<file path="config.mk">
export PLATFORM = sky130hd
export DESIGN_NAME = ramb16_stream_reader
export DESIGN_NICKNAME = d
export VERILOG_FILES = /design/src/rtl/ramb16_rd_pkg.sv /design/src/rtl/ramb16_rd_fifo.sv /design/src/rtl/ramb16_stream_reader.sv
export SDC_FILE = /design/constraint.sdc
export NUM_CORES = 1
export LEC_CHECK = 0
export ABC_AREA = 1
export BUFFER_PORTS_ARGS = -buffer_cell sky130_fd_sc_hd__buf_2
export CAP_MARGIN = 20
export CORE_ASPECT_RATIO = 1.2
export CORE_UTILIZATION = 50
export DETAILED_ROUTE_END_ITERATION = 10
export PLACE_DENSITY = 0.65
export SLEW_MARGIN = 20
export SYNTH_ARGS = -nofsm -noshare
export SYNTH_HDL_FRONTEND = slang
export SYNTH_SLANG_ARGS = --single-unit
</file>
<file path="constraint.sdc">
create_clock -name CLK -period 3.05 [get_ports CLK]
set_input_delay 0.305 -clock CLK [delete_from_list [all_inputs] [get_ports CLK]]
set_output_delay 0.305 -clock CLK [all_outputs]
set_load 0.01 [all_outputs]
</file>
<file path="src/rtl/ramb16_rd_pkg.sv">
// Shared types and geometry for the block-RAM stream reader.
package ramb16_rd_pkg;

  localparam int unsigned RAM_ADDR_W = 13;
  localparam int unsigned RAM_DATA_W = 2;
  localparam int unsigned RAM_WORDS  = 8192;
  localparam int unsigned RAM_LEN_W  = RAM_ADDR_W + 1;

  typedef enum logic [1:0] {
    IDLE,
    ISSUE,
    DRAIN,
    FINISH
  } state_t;

endpackage

</file>
<file path="src/rtl/ramb16_rd_fifo.sv">
// Small synchronous FIFO with the head word always visible on pop_data.
module ramb16_rd_fifo #(
  parameter int unsigned DEPTH = 4,
  parameter int unsigned WIDTH = 3,
  localparam int unsigned CNT_W = $clog2(DEPTH) + 1
) (
  input  logic             clk,
  input  logic             rst,
  input  logic             push,
  input  logic [WIDTH-1:0] push_data,
  input  logic             pop,
  output logic [WIDTH-1:0] pop_data,
  output logic [CNT_W-1:0] count,
  output logic             full,
  output logic             empty
);

  localparam int unsigned PTR_W = $clog2(DEPTH);

  logic [WIDTH-1:0] mem [DEPTH];
  logic [PTR_W-1:0] wr_ptr;
  logic [PTR_W-1:0] rd_ptr;
  logic [CNT_W-1:0] count_next;
  logic             do_push;
  logic             do_pop;

  assign do_pop   = pop & ~empty;
  assign do_push  = push & (~full | do_pop);
  assign pop_data = mem[rd_ptr];

  always_comb begin
    count_next = count;
    if (do_push && !do_pop) begin
      count_next = count + 1'b1;
    end else if (!do_push && do_pop) begin
      count_next = count - 1'b1;
    end
  end

  // Storage is reset so the head word reads as zero after reset.
  always_ff @(posedge clk or posedge rst) begin
    if (rst) begin
      for (int i = 0; i < DEPTH; i++) begin
        mem[PTR_W'(i)] <= '0;
      end
      wr_ptr <= '0;
      rd_ptr <= '0;
      count  <= '0;
      full   <= 1'b0;
      empty  <= 1'b1;
    end else begin
      if (do_push) begin
        mem[wr_ptr] <= push_data;
        wr_ptr      <= wr_ptr + 1'b1;
      end
      if (do_pop) begin
        rd_ptr <= rd_ptr + 1'b1;
      end
      count <= count_next;
      full  <= (count_next == CNT_W'(DEPTH));
      empty <= (count_next == '0);
    end
  end

endmodule

</file>
<file path="src/rtl/ramb16_stream_reader.sv">
// Walks an address range on one RAMB16 read port and streams the words out
// with valid/ready backpressure and a LAST marker.
module ramb16_stream_reader
  import ramb16_rd_pkg::*;
#(
  parameter int unsigned ADDR_W     = RAM_ADDR_W,
  parameter int unsigned DATA_W     = RAM_DATA_W,
  parameter int unsigned FIFO_DEPTH = 4
) (
  input  logic              CLK,
  input  logic              RST,
  input  logic              START,
  input  logic [ADDR_W-1:0] BASE_ADDR,
  input  logic [ADDR_W:0]   LEN,
  output logic              BUSY,
  output logic              DONE,
  output logic              RAM_EN,
  output logic              RAM_WE,
  output logic              RAM_SSR,
  output logic [ADDR_W-1:0] RAM_ADDR,
  input  logic [DATA_W-1:0] RAM_DO,
  output logic [DATA_W-1:0] M_DATA,
  output logic              M_VALID,
  input  logic              M_READY,
  output logic              M_LAST
);

  localparam int unsigned LEN_W = ADDR_W + 1;
  localparam int unsigned CNT_W = $clog2(FIFO_DEPTH) + 1;
  localparam int unsigned CRD_W = CNT_W + 1;

  state_t            state;
  logic [ADDR_W-1:0] base;
  logic [LEN_W-1:0]  len;
  logic [LEN_W-1:0]  issue_cnt;
  logic [LEN_W-1:0]  rd_cnt;
  logic              cap;
  logic [CNT_W-1:0]  fifo_count;
  logic              fifo_full;
  logic              fifo_empty;
  logic [DATA_W:0]   head;
  logic              push_last;
  logic              pop;
  logic              credit;

  assign RAM_WE  = 1'b0;
  assign RAM_SSR = 1'b0;

  assign M_VALID = ~fifo_empty;
  assign M_DATA  = head[DATA_W-1:0];
  assign M_LAST  = head[DATA_W] & ~fifo_empty;
  assign pop     = M_VALID & M_READY;

  // Reserve a slot for every read still in the two-stage RAM pipe.
  assign credit = ~(fifo_full & ~pop) &
                  ((CRD_W'(fifo_count) + CRD_W'(cap) + CRD_W'(RAM_EN)) <
                   (CRD_W'(FIFO_DEPTH) + CRD_W'(pop)));

  assign push_last = (rd_cnt == (len - 1'b1));

  ramb16_rd_fifo #(
    .DEPTH (FIFO_DEPTH),
    .WIDTH (DATA_W + 1)
  ) u_fifo (
    .clk       (CLK),
    .rst       (RST),
    .push      (cap),
    .push_data ({push_last, RAM_DO}),
    .pop       (pop),
    .pop_data  (head),
    .count     (fifo_count),
    .full      (fifo_full),
    .empty     (fifo_empty)
  );

  // cap marks the cycle in which RAM_DO carries the word issued one cycle earlier.
  always_ff @(posedge CLK or posedge RST) begin
    if (RST) begin
      state     <= IDLE;
      base      <= '0;
      len       <= '0;
      issue_cnt <= '0;
      rd_cnt    <= '0;
      cap       <= 1'b0;
      BUSY      <= 1'b0;
      DONE      <= 1'b0;
      RAM_EN    <= 1'b0;
      RAM_ADDR  <= '0;
    end else begin
      cap    <= RAM_EN;
      DONE   <= 1'b0;
      RAM_EN <= 1'b0;
      if (cap) begin
        rd_cnt <= rd_cnt + 1'b1;
      end
      case (state)
        IDLE: begin
          if (START) begin
            base   <= BASE_ADDR;
            len    <= LEN;
            rd_cnt <= '0;
            if (LEN == '0) begin
              state     <= FINISH;
              DONE      <= 1'b1;
              issue_cnt <= '0;
            end else begin
              state     <= ISSUE;
              BUSY      <= 1'b1;
              RAM_EN    <= 1'b1;
              RAM_ADDR  <= BASE_ADDR;
              issue_cnt <= LEN_W'(1);
            end
          end
        end
        ISSUE: begin
          if (issue_cnt == len) begin
            state <= DRAIN;
          end else if (credit) begin
            RAM_EN    <= 1'b1;
            RAM_ADDR  <= base + issue_cnt[ADDR_W-1:0];
            issue_cnt <= issue_cnt + 1'b1;
          end
        end
        DRAIN: begin
          if (pop && M_LAST) begin
            state <= FINISH;
            BUSY  <= 1'b0;
            DONE  <= 1'b1;
          end
        end
        FINISH: begin
          state <= IDLE;
        end
        default: begin
          state <= IDLE;
        end
      endcase
    end
  end

endmodule

</file>
==> results_dict.tcl <==
set metrics [dict create \
    min_path_type "in2reg" \
    fin_cells 1061 \
    grt_remaining_overflow 0 \
    drv_cap 0 \
    num_vias 5471 \
    post-dp-hpwl_mm 11.6 \
    die_w_um 103 \
    ios 55 \
    powerDensity_nw_per_um2 930 \
    ctsResizeCount 0 \
    grt_pass1_wl_mm 24.8 \
    final-hold-violation-count 0 \
    postCtsSetupRepairBufs 0 \
    first_pass_iters 4 \
    max_clock_freq_ghz 0.394 \
    nFillCells 1176 \
    grt_start_max_net_pins 54 \
    core_area_sq_um 12100 \
    drcViolationCount 0 \
    antenna_found_initial 0 \
    cts_max_level 3 \
    path_class "reg2reg" \
    grt_pass1_vias 5388 \
    die_h_um 123 \
    cp-end-kind "flip-flop" \
    p_leak_nw 3.53 \
    hold_buffers 1 \
    layout_common_cells "nand2_1 (271), inv_1 (98), dfrtp_1 (88), nor2_1 (85), o21ai_0 (59)" \
    dieArea_sq_um 12700 \
    rows 44 \
    synth_cell_type_count 41 \
    root_buffer "clkbuf_16" \
    start_util 0.509 \
    slew_viol_final 0 \
    setup-tns-final_ps 0 \
    syn_avg_cell_area_sq_um 7.22 \
    syn2layout_area_growth_pct 10.6 \
    synth_ff_type "dfrtp_1" \
    synthCells 850 \
    timing.final.crit_period_ps 2540 \
    yosys_warnings 0 \
    cts.sinks 95 \
    drt_iter0_drc 245 \
    cp_max_fo 16 \
    synth-seq-cells 95 \
    clk_latency_ps 360 \
    clock_path_buffers 2 \
    critPathArrivalTime_ps 2840 \
    synth_edf_count 6 \
    final_nets 955 \
    drt-total-wl_mm 15.1 \
    fin_skew_ps 12.7 \
    wl_per_cell_um 14.2 \
    clk_pin_slew_ps 80 \
    grtUsageTotal 0.258 \
    setup_viol 0 \
    diodes 0 \
    status "completed" \
    period_share 0.833 \
    synthArstFlopShare 0.937 \
    via_per_inst 5.16 \
    layout-drive-gt1-share 0.107 \
    dp_cells 1044 \
    relSlewSlack 0.517 \
    placed_area_sq_um 6500 \
    gp_congestion 0.900 \
    vdd_drop_max_v 0.000417 \
    critPathRequiredTime_ps 3350 \
    final_common_cell "nand2_1" \
    ant_nets 0 \
    r2r_slack_ps 510 \
    synth.cell_area_sq_um 6140 \
    design_area_sq_um 6790 \
    hold_ws_ps 155 \
    tritoncts "yes" \
    port_buffers 52 \
    start_kind "flip-flop" \
    synth.yosys.seq_area_share 0.392 \
    cts_made_buffers 9 \
    rsz0062_at_grt "false" \
    worst_pin_slew_ps 723 \
]
-- cell families after synthesis --
group,count (synthesis),synth area share
compound gates,99,0.0876
xor+xnor,45,0.0642
fa+ha+maj,27,0.0575
buf+inv,128,0.0866
flops,95,0.392
other cells,1,0.000611
simple gates,455,0.311
-- cells in the mapped netlist (6+ instances only) --
| master | n | area, sq um |
|---|---|---|
| a21oi_1 | 24 | 120 |
| clkbuf_1 | 11 | 41.3 |
| dfrtp_1 | 88 | 2200 |
| edfxtp_1 | 6 | 180 |
| ha_1 | 25 | 313 |
| inv_1 | 99 | 372 |
| nand2_1 | 271 | 1020 |
| nand3_1 | 55 | 275 |
| nand4_1 | 14 | 87.6 |
| nor2_1 | 85 | 319 |
| nor3_1 | 9 | 45.0 |
| o21ai_0 | 59 | 295 |
| xnor2_1 | 13 | 114 |
| xor2_1 | 32 | 280 |
-- routing by layer --
layer	global-route usage	wire length, um	vias up
met5	0	0	-
met4	0.129	493	0
met3	0.0447	509	38
met2	0.459	7720	112
met1	0.295	6340	2533
li1	-	-	2788
-- registers in the layout, summed over array words and instances, names as in the netlist, 3 cells and up --
register / count
rd_cnt: 14
RAM_ADDR: 13
issue_cnt: 14
u_fifo.count: 3
base: 13
len: 14
u_fifo.mem: 12
-- final cells by class --
type | count | area, sq um | area share
timing repair buffer | 57 | 300 | 0.0442
inverter | 104 | 392 | 0.0576
tap | 161 | 201 | 0.0297
clock inverter | 7 | 62.6 | 0.00921
sequential | 95 | 2410 | 0.355
multi-input combinational | 628 | 3200 | 0.472
clock buffer | 9 | 225 | 0.0331
-- critical path, cell delays in order (launching register included) --
cell	delay, ps
dfrtp_1	430
inv_2	140
fa_1	400
inv_1	80
ha_1	230
inv_1	60
nand4_1	80
a21oi_1	180
nor2_1	90
nor2_4	180
nand3_4	200
inv_2	220
nand2_1	80
nand2_1	100
-- final timing paths --
check / startpoint / to / depth (start not counted)
min in group asynchronous: RST / BUSY / 3
setup / recovery: cap / RAM_ADDR[11] / 13
setup reg to reg: cap / RAM_ADDR[11] / 13
hold / removal: RAM_DO[1] / u_fifo.mem[1] / 1
hold reg to reg: RAM_EN / cap / 0
max in group asynchronous: RST / len[12] / 4
-- where the power goes --
part | leakage [nW] | switching [mW] | internal (mW)
sequential | 1.20 | 0.470 | 1.70
combinational | 2.19 | 1.97 | 1.08
clock | 0.144 | 0.528 | 0.570
total | 3.53 | 2.97 | 3.35
-- through the flow --
step	setup WS [ps]	util	power (mW)
2_1_floorplan	171	-	4.48
3_3_place_gp	648	0.539	5.13
3_5_place_dp	521	0.539	5.24
4_1_cts	495	0.564	6.36
5_1_grt	231	0.564	6.93
6_report	510	0.564	6.32
(Power assumes the default switching activity.)
